<file path="src/rtl/brc_pkg.sv">
// Shared types for the iterative branch comparator: FSM states, funct3 codes, branch decode.
// Latency: none (package only).
// Backpressure: n/a.
package brc_pkg;

    typedef enum logic [1:0] {
        IDLE = 2'd0,
        CMP  = 2'd1,
        DONE = 2'd2
    } state_t;

    localparam logic [2:0] BEQ  = 3'b000;
    localparam logic [2:0] BNE  = 3'b001;
    localparam logic [2:0] BLT  = 3'b100;
    localparam logic [2:0] BGE  = 3'b101;
    localparam logic [2:0] BLTU = 3'b110;
    localparam logic [2:0] BGEU = 3'b111;

    // Branch decision from the final compare flags; unused funct codes never branch.
    function automatic logic br_decide(input logic [2:0] funct, input logic less, input logic equal);
        logic taken;
        case (funct)
            BEQ:        taken = equal;
            BNE:        taken = ~equal;
            BLT, BLTU:  taken = less;
            BGE, BGEU:  taken = ~less;
            default:    taken = 1'b0;
        endcase
        return taken;
    endfunction

endpackage

</file>
<file path="src/rtl/brc_chunk_cmp.sv">
// Unsigned compare of one operand chunk: lt = a < b, eq = a == b.
// Latency: purely combinational.
// Backpressure: n/a.
module brc_chunk_cmp #(
    parameter int W = 8
) (
    input  logic [W-1:0] a,
    input  logic [W-1:0] b,
    output logic         lt,
    output logic         eq
);

    assign lt = (a < b);
    assign eq = (a == b);

endmodule

</file>
<file path="src/rtl/brc_iter.sv">
// Multi-cycle branch/SLT comparator: walks operands CHUNK bits per cycle from the MSB chunk down.
// Latency: N+1 cycles from accept to o_valid; with BRC_ITER_EARLY_EXIT_EN, k+2 for first difference at chunk k.
// Backpressure: result held in DONE until i_ready; a new request may be accepted in the same cycle.
module brc_iter
    import brc_pkg::*;
#(
    parameter int WIDTH = 32,
    parameter int CHUNK = 8
) (
    input  logic             i_clk,
    input  logic             i_rst,
    input  logic             i_valid,
    output logic             o_ready,
    input  logic [WIDTH-1:0] i_rs1_data,
    input  logic [WIDTH-1:0] i_rs2_data,
    input  logic [WIDTH-1:0] i_imm,
    input  logic             i_imm_sel,
    input  logic             i_br_un,
    input  logic [2:0]       i_funct,
    input  logic             i_flush,
    output logic             o_valid,
    input  logic             i_ready,
    output logic             o_br_less,
    output logic             o_br_equal,
    output logic             o_br_taken
);

    localparam int N  = WIDTH / CHUNK;
    localparam int IW = (N > 1) ? $clog2(N) : 1;
    localparam logic [WIDTH-1:0] SIGN_BIT = {1'b1, {(WIDTH-1){1'b0}}};

    state_t           state_q, state_nx;
    logic [WIDTH-1:0] a_q, b_q;
    logic [2:0]       funct_q;
    logic [IW-1:0]    idx_q;
    logic             decided_q;
    logic             less_q;

    logic [CHUNK-1:0] a_chunk, b_chunk;
    logic             c_lt, c_eq;
    logic             accept;
    logic             last;
    logic             fin_less, fin_eq;

    assign o_ready = ((state_q == IDLE) | ((state_q == DONE) & i_ready)) & ~i_flush & ~i_rst;
    assign accept  = i_valid & o_ready;

    assign a_chunk = a_q[int'(idx_q) * CHUNK +: CHUNK];
    assign b_chunk = b_q[int'(idx_q) * CHUNK +: CHUNK];

    brc_chunk_cmp #(.W(CHUNK)) u_chunk_cmp (
        .a  (a_chunk),
        .b  (b_chunk),
        .lt (c_lt),
        .eq (c_eq)
    );

`ifdef BRC_ITER_EARLY_EXIT_EN
    assign last = (idx_q == '0) | (~decided_q & ~c_eq);
`else
    assign last = (idx_q == '0);
`endif

    // Final flags as they stand after the current chunk; the first differing chunk wins.
    always_comb begin
        fin_less = less_q;
        fin_eq   = 1'b0;
        if (!decided_q) begin
            if (!c_eq) begin
                fin_less = c_lt;
            end else begin
                fin_less = 1'b0;
                fin_eq   = 1'b1;
            end
        end
    end

    // State register.
    always_ff @(posedge i_clk or posedge i_rst) begin
        if (i_rst) state_q <= IDLE;
        else       state_q <= state_nx;
    end

    // Next-state decode; flush overrides everything.
    always_comb begin
        state_nx = state_q;
        if (i_flush) begin
            state_nx = IDLE;
        end else begin
            case (state_q)
                IDLE: if (accept) state_nx = CMP;
                CMP:  if (last)   state_nx = DONE;
                DONE: if (i_ready) state_nx = accept ? CMP : IDLE;
                default: state_nx = IDLE;
            endcase
        end
    end

    // Operand capture, chunk walk and registered result flags.
    always_ff @(posedge i_clk or posedge i_rst) begin
        if (i_rst) begin
            a_q        <= '0;
            b_q        <= '0;
            funct_q    <= '0;
            idx_q      <= '0;
            decided_q  <= 1'b0;
            less_q     <= 1'b0;
            o_valid    <= 1'b0;
            o_br_less  <= 1'b0;
            o_br_equal <= 1'b0;
            o_br_taken <= 1'b0;
        end else if (i_flush) begin
            decided_q  <= 1'b0;
            less_q     <= 1'b0;
            o_valid    <= 1'b0;
            o_br_less  <= 1'b0;
            o_br_equal <= 1'b0;
            o_br_taken <= 1'b0;
        end else begin
            case (state_q)
                CMP: begin
                    if (!decided_q && !c_eq) begin
                        decided_q <= 1'b1;
                        less_q    <= c_lt;
                    end
                    if (last) begin
                        o_valid    <= 1'b1;
                        o_br_less  <= fin_less;
                        o_br_equal <= fin_eq;
                        o_br_taken <= br_decide(funct_q, fin_less, fin_eq);
                    end else begin
                        idx_q <= idx_q - IW'(1);
                    end
                end
                DONE: begin
                    if (i_ready) begin
                        o_valid    <= 1'b0;
                        o_br_less  <= 1'b0;
                        o_br_equal <= 1'b0;
                        o_br_taken <= 1'b0;
                    end
                end
                default: ;
            endcase
            // Signed compares are biased by flipping the sign bit so the chunk walk stays unsigned.
            if (accept) begin
                a_q       <= i_br_un ? i_rs1_data : (i_rs1_data ^ SIGN_BIT);
                b_q       <= i_br_un ? (i_imm_sel ? i_imm : i_rs2_data)
                                     : ((i_imm_sel ? i_imm : i_rs2_data) ^ SIGN_BIT);
                funct_q   <= i_funct;
                idx_q     <= IW'(N - 1);
                decided_q <= 1'b0;
                less_q    <= 1'b0;
            end
        end
    end

endmodule

</file>
<file path="config.mk">
export PLATFORM = sky130hd
export DESIGN_NAME = brc_iter
export DESIGN_NICKNAME = d
export VERILOG_FILES = /design/src/rtl/brc_pkg.sv /design/src/rtl/brc_chunk_cmp.sv /design/src/rtl/brc_iter.sv
export SDC_FILE = /design/constraint.sdc
export NUM_CORES = 1
export LEC_CHECK = 0
export ABC_AREA = 0
export BUFFER_PORTS_ARGS = -buffer_cell sky130_fd_sc_hd__clkbuf_2
export CAP_MARGIN = 20
export CORE_ASPECT_RATIO = 0.6
export CORE_UTILIZATION = 57
export DETAILED_ROUTE_END_ITERATION = 7
export PLACE_DENSITY = 0.85
export SLEW_MARGIN = 20
export SYNTH_ARGS = -nofsm -noshare
export SYNTH_HDL_FRONTEND = slang
export SYNTH_HIERARCHICAL = 1
export SYNTH_SLANG_ARGS = --single-unit
export TNS_END_PERCENT = 1
</file>
<file path="constraint.sdc">
create_clock -name i_clk -period 5.45 [get_ports i_clk]
set_clock_uncertainty 0.15 [all_clocks]
set_input_delay 0.2725 -clock i_clk [delete_from_list [all_inputs] [get_ports i_clk]]
set_output_delay 0.2725 -clock i_clk [all_outputs]
set_load 0.1 [all_outputs]
</file>
==> results of run 1 <==
-- per-stage QoR --
step | utilization | setup slack, ps
after floorplan | - | 1320
after global placement | 0.680 | 1910
after detailed placement | 0.680 | 1690
after CTS | 0.721 | 1620
after global routing | 0.721 | 1420
final | 0.721 | 1670
-- layer usage --
metal  GRT usage  share of wire  vias to the layer above
li1            -              -                     1349
met1       0.376           0.47                     1354
met2       0.398           0.44                      123
met3      0.0862          0.078                       10
met4      0.0550         0.0080                        0
met5           0              0                        -
-- cells by family (layout without fill, tap and decap cells) --
kind of cell | after synthesis | count (layout) | synth area share
muxes | 83 | 83 | 0.293
DFF | 77 | 77 | 0.477
and+or+nand+nor | 69 | 69 | 0.0892
AOI/OAI and AO/OA | 45 | 45 | 0.0638
buffers and inverters | 31 | 139 | 0.0402
adders and majority gates | 9 | 9 | 0.0279
xor gates and xnor gates | 4 | 4 | 0.00867
-- flip-flops by register name, indices dropped and copies added, names as in the netlist, 2 cells and up --
signal and flops:
b_q 32, a_q 32, idx_q 2, state_q 2
funct_q 3
-- worst paths after layout --
check / slack (ps) / start / depth (start not counted) / end
hold / removal: 20 / i_rs1_data[16] / 2 / a_q[16]
setup reg to reg: 1670 / idx_q[0] / 9 / o_br_taken
hold reg to reg: 330 / b_q[22] / 2 / b_q[22]
setup / recovery: 1670 / idx_q[0] / 9 / o_br_taken
min in group asynchronous: 100 / i_rst / 3 / b_q[9]
max in group asynchronous: 4460 / i_rst / 3 / a_q[8]
-- critical path: stages, from the launching register on --
cell and delay (ps):
dfrtp_1 980, mux4_2 630, ha_1 370, nor2b_1 170, o211ai_2 160, a21oi_1 110, a2111oi_2 420, a22oi_1 160
or4b_1 490, nand3_1 80
-- placed cells by master, fill, tap and decap left out, types with 2 or more instances in the layout --
master      count
clkbuf_2      110
dfrtp_1        77
nand2_1        39
mux2i_1        33
o21ai_0        33
mux2_4         30
mux4_2         16
inv_1          10
ha_1            9
clkbuf_16       9
nor2_1          5
a21oi_1         5
mux2_2          4
nand2b_1        3
nor3_1          3
xnor2_1         3
nand3b_1        3
nand4_1         3
clkinvlp_4      3
nor2b_1         2
clkinv_2        2
buf_4           2
-- area by class of cell --
cell class	instances	area, µm²	area share
clock buffers	11	243	0.0498
clock inverters	5	36.3	0.00744
inverters	11	42.5	0.00873
multi-input cells	210	1950	0.400
flip-flops and latches	77	1930	0.395
well taps	87	109	0.0223
repair buffers	112	566	0.116
-- power groups by stage --
stage | Sequential (W) | Combinational (W) | Clock, W
detailed placement | 0.000804 | 0.000540 | 0
CTS | 0.000797 | 0.000564 | 0.000559
global placement | 0.000801 | 0.000501 | 0
floorplan | 0.000734 | 0.000456 | 0
finish | 0.000796 | 0.000566 | 0.000554
global route | 0.000816 | 0.000613 | 0.000580
==> results.py, run 1 <==
metrics = {
    "cts": {
        "cts_hold_buffers": 0,
        "cts_setup_buffers": 0,
        "cts_buffer_depth": 2,
        "path_clk_slew_ps": 60,
        "worstSkewPairLatency_ps": 340,
        "numCtsBuffers": 9,
        "cts_tree": "built",
        "htree_levels": 3,
        "clockRootBuffer": "clkbuf_16",
        "cts_resized": 0,
        "cts.sinks": 77,
    },
    "power": {
        "vdd_drop_max_mv": 0.229,
        "power_frac_comb": 0.295,
        "p_switching_w": 0.000593,
        "p_per_area_nw_per_um2": 393,
        "seq_power_share": 0.416,
        "switching_share": 0.310,
        "p_leak_nw": 2.51,
        "power.total_w": 0.00192,
        "p_int_w": 0.00132,
        "p_clk_frac": 0.289,
    },
    "global_routing": {
        "track_usage": 0.264,
        "grt_start_max_net_pins": 78,
        "grt_pass1_vias": 2809,
        "grt_pass1_wl_um": 14600,
        "antenna_found_initial": 0,
        "gr-total-overflow": 0,
    },
    "sta": {
        "tightest_slew_ps": 998,
        "clock.fmax_mhz": 265,
        "relSlewSlack": 0.335,
        "rsz0062_at_grt": "false",
        "fin_crit_sh": 0.693,
        "drv_slew": 0,
        "hold_violations": 0,
        "min_period_ps": 3780,
        "hold_ws_ps": 16.5,
        "setup_viol": 0,
        "tns_ps": 0,
    },
    "die": {
        "core_area_um2": 6760,
        "die_h_um": 67.2,
        "dieWidth_um": 111,
        "die-area_um2": 7440,
        "start_util": 0.598,
        "placementRows": 23,
        "ios": 111,
    },
    "yosys": {
        "syn_area_um2": 4040,
        "synthDominantCellAreaShare": 0.477,
        "ys_ff_latch": 77,
        "synth_common_cells": "dfrtp_1 (77), nand2_1 (39), mux2i_1 (33), o21ai_0 (33), mux2_4 (30)",
        "synth.most_common_cell": "dfrtp_1",
        "ys_top_cells_by_area": "dfrtp_1 (48%), mux2_4 (11%), mux4_2 (8.9%), mux2i_1 (8.2%), o21ai_0 (4.1%)",
        "synth_largest_area_cell": "dfrtp_1",
        "synthArstFlopShare": 1.00,
        "syn_area_per_cell_um2": 12.7,
        "seq_area_frac_synth": 0.477,
        "synth_fp_nets": 433,
        "synth_cells": 318,
        "ys.flop_type": "dfrtp_1",
        "yosysWarnings": 6,
        "synth_edf_count": 0,
        "ys_types": 41,
    },
    "routing": {
        "dr_total_vias": 2836,
        "wire_per_inst_um": 17.5,
        "drt_pass1_iterations": 4,
        "drt-total-wl_um": 8990,
        "ant_nets": 0,
        "drtIter0Drc": 192,
        "drc": 0,
        "via_per_inst": 5.53,
    },
    "setup_path": {
        "cp-start-kind": "flip-flop",
        "cp.required_ps": 5570,
        "crit_type": "reg -> reg",
        "end_kind": "flip-flop",
        "crit_path_max_fanout": 17,
        "crit_arrival_ps": 3900,
    },
    "placed_design": {
        "dpl.hpwl_um": 6500,
        "routabilityCongestion": 0.826,
        "dpl_cell_area_um2": 4600,
        "dp.cells": 497,
        "port-buffer-count": 110,
    },
    "finish": {
        "post_layout_nonfiller_instances": 513,
        "final_nets": 536,
        "drive_gt1_frac": 0.427,
        "area_growth_pct": 20.6,
        "fillerInstances": 488,
        "antenna_cells": 0,
        "final_area_um2": 4870,
    },
    "outcome": {
        "status": "complete, no violations",
    },
    "hold_path": {
        "min_path_type": "in -> reg",
    },
    "flow_run": {
        "maxCapViolations": 0,
    },
}
Power figures use the tool's default switching activity.
==> run 2: changes to the inputs <==
--- a/config.mk
+++ b/config.mk
@@ -9,9 +9,9 @@
 export BUFFER_PORTS_ARGS = -buffer_cell sky130_fd_sc_hd__clkbuf_2
 export CAP_MARGIN = 20
 export CORE_ASPECT_RATIO = 0.6
-export CORE_UTILIZATION = 57
+export CORE_UTILIZATION = 48
 export DETAILED_ROUTE_END_ITERATION = 7
-export PLACE_DENSITY = 0.85
+export PLACE_DENSITY = 0.76
 export SLEW_MARGIN = 20
 export SYNTH_ARGS = -nofsm -noshare
 export SYNTH_HDL_FRONTEND = slang
==> constraint.sdc (replaced) <==
create_clock -name i_clk -period 3.24 [get_ports i_clk]
set_clock_uncertainty 0.15 [all_clocks]
set_input_delay 0.162 -clock i_clk [delete_from_list [all_inputs] [get_ports i_clk]]
set_output_delay 0.162 -clock i_clk [all_outputs]
set_load 0.1 [all_outputs]
==> run 2 against run 1 <==
  * The run now ends with hold timing left
  * First-iteration DRC count rose by 5.7%
  * Utilization rose by 0.23 points
  * Count of clock-buffer cells in the layout rose by 2
  * Combinational power increased by 89%
  * Sequential power is 65% higher
  * Die area rose by 18%
  * Critical path type unchanged
  * Global-route usage is 0.13 points lower
  * Non-clock buffer count rose by 89
  * Sequential share of layout area shrank 6.2 points
==> results.py, run 2 (synthesized netlist as in run 1, its figures left out) <==
metrics = {
    "outcome": {
        "status": "finished, violations left",
        "failed_checks": "hold timing",
    },
    "cts": {
        "htree_levels": 3,
        "cts_tree": "built",
        "numCtsBuffers": 9,
        "cts_buffer_depth": 2,
        "cts.sinks": 77,
        "clockRootBuffer": "clkbuf_16",
        "path_clk_slew_ps": 60,
        "worstSkewPairLatency_ps": 340,
    },
    "routing": {
        "wire_per_inst_um": 16.6,
        "wl_met1_um": 4910,
        "wl_met3_um": 756,
        "wl_met2_um": 4530,
        "via_per_inst": 5.13,
        "dr.max_layer_used": "met4",
        "ant_nets": 0,
        "drt_pass1_iterations": 4,
        "drtIter0Drc": 203,
        "dr_total_vias": 3191,
        "drc": 0,
        "drt-total-wl_um": 10300,
    },
    "global_routing": {
        "gr-total-overflow": 0,
        "antenna_found_initial": 0,
        "grt_pass1_wl_um": 16900,
        "grt_pass1_vias": 3311,
        "grt_start_max_net_pins": 54,
        "track_usage": 0.262,
    },
    "setup_path": {
        "crit_arrival_ps": 3160,
        "cp-start-kind": "flip-flop",
        "r2r-end": "o_br_taken",
        "crit_type": "reg -> reg",
        "critical_path.max_stage_delay_ps": 530,
        "crit_path_max_fanout": 8,
        "end_kind": "flip-flop",
        "reg2reg_depth": 10,
        "r2r_start": "idx_q[0]",
        "crit_chain": "buf_4 > mux4_2 > ha_1 > nor2b_1 > o211ai_2 > a21oi_1 > a2111oi_2 > a22oi_1 > or4b_1 > nand3_1",
        "cpMaxStageDelayCell": "mux4_2",
        "cp.required_ps": 3370,
        "r2r_slack_ps": 210,
    },
    "sta": {
        "hold_ws_ps": -12.7,
        "relSlewSlack": 0.393,
        "rsz0062_at_grt": "false",
        "drv_slew": 0,
        "hold_violations": 3,
        "min_period_ps": 3030,
        "tns_ps": 0,
        "clock.fmax_mhz": 330,
        "tightest_slew_ps": 910,
        "fin_crit_sh": 0.934,
        "setup_viol": 0,
    },
    "flow_run": {
        "maxCapViolations": 0,
    },
    "placed_design": {
        "routabilityCongestion": 0.881,
        "dpl.hpwl_um": 6550,
        "port-buffer-count": 110,
        "dp.cells": 523,
    },
    "finish": {
        "largestRegisters": "a_q: 32 flops, b_q: 32 flops, funct_q: 3 flops",
        "area_growth_pct": 43.3,
        "post_layout_nonfiller_instances": 622,
        "final_common_cell": "clkbuf_2",
        "final_cell_mix": "clkbuf_2 (110), dlygate4sd3_1 (83), dfrtp_1 (76), nand2_1 (39)",
        "fin_util": 0.723,
        "antenna_cells": 0,
        "final_nets": 625,
        "drive_gt1_frac": 0.364,
    },
    "hold_path": {
        "min_to": "b_q[14]",
        "hp-start": "i_imm[14]",
        "hold_depth": 3,
        "min_path_type": "in -> reg",
    },
    "die": {
        "placementRows": 25,
        "die-area_um2": 8800,
        "die_h_um": 73.1,
        "ios": 111,
        "dieWidth_um": 120,
        "core_area_um2": 8010,
        "start_util": 0.505,
    },
    "power": {
        "p_per_area_nw_per_um2": 567,
        "p_leak_nw": 2.90,
        "power.total_w": 0.00328,
        "vdd_drop_max_mv": 0.325,
    },
}
## run 2: metrics by stage
stage / hold WS, ps / worst slack (ps) / area, µm²
after floorplan: 161 / 108 / 4050
after global placement: 242 / 206 / 4680
after detailed placement: 225 / 19.7 / 4680
after CTS: 0.535 / 74.2 / 5770
after global routing: 15.5 / 40.6 / 5790
final: -12.7 / 214 / 5790
## run 2: repair_timing
action / in CTS / in global routing
gates resized for setup: 1 / 0
endpoints found under the setup margin: 1 / 1
hold buffers: 83 / 0
pin swaps: 0 / 1
setup buffers: 0 / 0
hold endpoints to repair: 117 / 0
## run 2: layout make-up
type,count,area [µm²]
clock inverter,2,10.0
timing repair buffer,201,1470
fill,554,2220
sequential,77,1930
multi-input combinational,210,1960
tap,108,135
inverter,11,42.5
clock buffer,13,250
## run 2: metal layers
metal,track usage,vias to the layer above
met5,0,-
met4,0.0837,0
met3,0.0797,11
met2,0.405,117
met1,0.359,1537
li1,-,1526
## run 2: worst max path at each step
| stage | start | endpoint | slack, ps | cells after the start |
|---|---|---|---|---|
| 2_1_floorplan | idx_q[0] | o_br_taken | 110 | 12 |
| 3_3_place_gp | idx_q[1] | o_br_taken | 210 | 9 |
| 3_5_place_dp | idx_q[1] | o_br_taken | 20 | 10 |
| 4_1_cts | idx_q[0] | o_br_taken | 70 | 10 |
| 5_1_grt | idx_q[0] | o_br_taken | 40 | 10 |
| 6_report | idx_q[0] | o_br_taken | 210 | 10 |
## run 2: worst max-delay path: cells and delay by family, from the launching register on
kind / cells / cell delay (ps)
flip-flops: 1 / 350
buffers and inverters: 1 / 200
multiplexers: 1 / 530
AND/OR/NAND/NOR: 3 / 710
AO/OA/AOI/OAI: 4 / 700
adder cells (fa/ha/maj): 1 / 320
## run 2: report_power, final
group	leakage, nW	internal, W	switching, W
clock	0.129	0.000533	0.000374
sequential	0.946	0.00115	0.000156
combinational	1.82	0.000625	0.000445
==> run 3: changes to the inputs <==
--- a/config.mk
+++ b/config.mk
@@ -11,7 +11,8 @@
 export CORE_ASPECT_RATIO = 0.6
 export CORE_UTILIZATION = 48
 export DETAILED_ROUTE_END_ITERATION = 7
-export PLACE_DENSITY = 0.76
+export MAX_ROUTING_LAYER = met4
+export PLACE_DENSITY = 0.77
 export SLEW_MARGIN = 20
 export SYNTH_ARGS = -nofsm -noshare
 export SYNTH_HDL_FRONTEND = slang
==> run 3 against run 2 <==
  * Power decreased by 1.0%
  * Critical path type unchanged
  * Combinational power is essentially flat
  * The run still ends with hold timing left
  * Final cell count down 1.4%
  * Via count barely moved
  * Sequential power about the same
  * Count of clock-buffer cells in the layout is the same
  * Largest cell class unchanged
  * Setup slack improved by 83 ps
==> results.py, run 3 (synthesized netlist as in run 1, its figures left out) <==
metrics = {
    "cts": {
        "cts.sinks": 77,
        "htree_levels": 3,
        "clockRootBuffer": "clkbuf_16",
        "cts_buffer_depth": 2,
        "path_clk_slew_ps": 50,
        "cts_setup_buffers": 0,
        "worstSkewPairLatency_ps": 340,
        "numCtsBuffers": 9,
        "cts_tree": "built",
    },
    "setup_path": {
        "cp-start-kind": "flip-flop",
        "cp_top_family": "simple AND/OR/NAND/NOR gates",
        "crit_path_max_fanout": 13,
        "cp.required_ps": 3360,
        "cp.buffers_inverters": 1,
        "end_kind": "flip-flop",
        "cpMaxStageDelayCell": "mux4_2",
        "r2r_slack_ps": 300,
        "crit_arrival_ps": 3070,
        "crit_type": "reg -> reg",
        "crit_chain": "buf_12 > mux4_2 > ha_1 > nor2b_1 > o211ai_2 > a21oi_1 > a2111oi_2 > a22oi_1 > or4b_1 > nand3_1",
        "critical_path.max_stage_delay_ps": 500,
    },
    "finish": {
        "largestRegisters": "a_q: 32 flops, b_q: 32 flops, funct_q: 3 flops",
        "final_common_cell": "clkbuf_2",
        "drive_gt1_frac": 0.370,
        "final_cell_mix": "clkbuf_2 (110), dfrtp_1 (76), dlygate4sd3_1 (74), nand2_1 (39)",
        "final_area_um2": 5710,
        "multi_input_area_um2": 1960,
        "final_nets": 616,
        "antenna_cells": 0,
        "fillerInstances": 553,
        "area_growth_pct": 41.4,
        "seq_area_um2": 1930,
    },
    "sta": {
        "hold_violations": 1,
        "clock.fmax_mhz": 340,
        "setup_viol": 0,
        "tns_ps": 0,
        "hold_ws_ps": -5.13,
        "fin_crit_sh": 0.908,
        "rsz0062_at_grt": "false",
        "tightest_slew_ps": 760,
        "min_period_ps": 2940,
        "relSlewSlack": 0.493,
        "drv_slew": 0,
    },
    "die": {
        "placementRows": 25,
        "die-area_um2": 8800,
        "core_area_um2": 8010,
        "die_h_um": 73.1,
        "start_util": 0.505,
        "ios": 111,
        "dieWidth_um": 120,
    },
    "placed_design": {
        "dpl.hpwl_um": 6900,
        "port-buffer-count": 110,
        "dpl_cell_area_um2": 4710,
        "routabilityCongestion": 0.885,
    },
    "routing": {
        "drt_pass1_iterations": 4,
        "via_per_inst": 5.21,
        "ant_nets": 0,
        "wire_per_inst_um": 16.6,
        "drc": 0,
        "drt-total-wl_um": 10200,
        "drtIter0Drc": 203,
        "dr_total_vias": 3194,
    },
    "global_routing": {
        "grt_start_max_net_pins": 43,
        "grt_pass1_wl_um": 16700,
        "gr-total-overflow": 0,
        "track_usage": 0.269,
        "grt_pass1_vias": 3303,
        "antenna_found_initial": 0,
    },
    "power": {
        "p_leak_nw": 2.87,
        "p_per_area_nw_per_um2": 569,
        "vdd_drop_max_mv": 0.379,
    },
    "hold_path": {
        "min_path_type": "in -> reg",
    },
    "outcome": {
        "status": "finished, violations left",
        "failed_checks": "hold timing",
    },
    "flow_run": {
        "maxCapViolations": 0,
    },
}
[run 3: cell count changes in the layout (fill, tap and decap cells not counted)]
cell,before,now
dlygate4sd3_1,83,74
buf_12,2,3
buf_4,6,5
[run 3: what timing repair did]
item                                   4_1_cts  5_1_grt
setup endpoints to repair                    0        1
endpoints found under the hold margin       99        0
hold buffers                                74        0
gates resized for setup                      0        1
[run 3: power breakdown]
part	internal, W	switching [W]	total [W]
Clock	0.000532	0.000354	0.000886
Combinational	0.000623	0.000436	0.00106
Sequential	0.00115	0.000154	0.00131
Total	0.00231	0.000943	0.00325
[run 3: final cells by class]
| type | count | area share |
|---|---|---|
| clock buffers | 13 | 0.0438 |
| clock inverters | 2 | 0.00175 |
| inverters | 11 | 0.00745 |
| multi-input cells | 210 | 0.343 |
| flip-flops and latches | 77 | 0.337 |
| well taps | 108 | 0.0237 |
| repair buffers | 192 | 0.243 |
[run 3: final timing paths]
kind | from | end | depth (start not counted)
max | idx_q[0] | o_br_taken | 10
min | i_rs2_data[12] | b_q[12] | 3
max reg2reg | idx_q[0] | o_br_taken | 10
min reg2reg | b_q[20] | b_q[20] | 2
max in group asynchronous | i_rst | a_q[1] | 4
min in group asynchronous | i_rst | b_q[27] | 3
[run 3: worst register-to-register path, delay by kind of cell (launching register included)]
family	cells	cell delay, ps
and+or+nand+nor	3	710
muxes	1	510
AOI/OAI and AO/OA	4	650
adders and majority gates	1	310
DFF	1	390
buffers and inverters	1	170
[run 3: stage by stage]
stage | instances | setup slack [ps] | power, W | hold slack (ps) | util
global placement | 523 | 220 | 0.00224 | 248 | 0.586
CTS | 613 | 123 | 0.00327 | 1.26 | 0.713
floorplan | 318 | 108 | 0.00200 | 161 | -
finish | 613 | 297 | 0.00325 | -5.13 | 0.713
detailed placement | 524 | 143 | 0.00229 | 172 | 0.588
global route | 613 | 118 | 0.00345 | 17.9 | 0.713
[run 3: metal layers]
layer | routed length, µm | GRT usage | vias to the layer above
met2 | 4690 | 0.409 | 130
met5 | 0 | - | -
met1 | 4660 | 0.357 | 1542
li1 | - | - | 1513
met3 | 745 | 0.0734 | 9
met4 | 110 | 0.0741 | 0
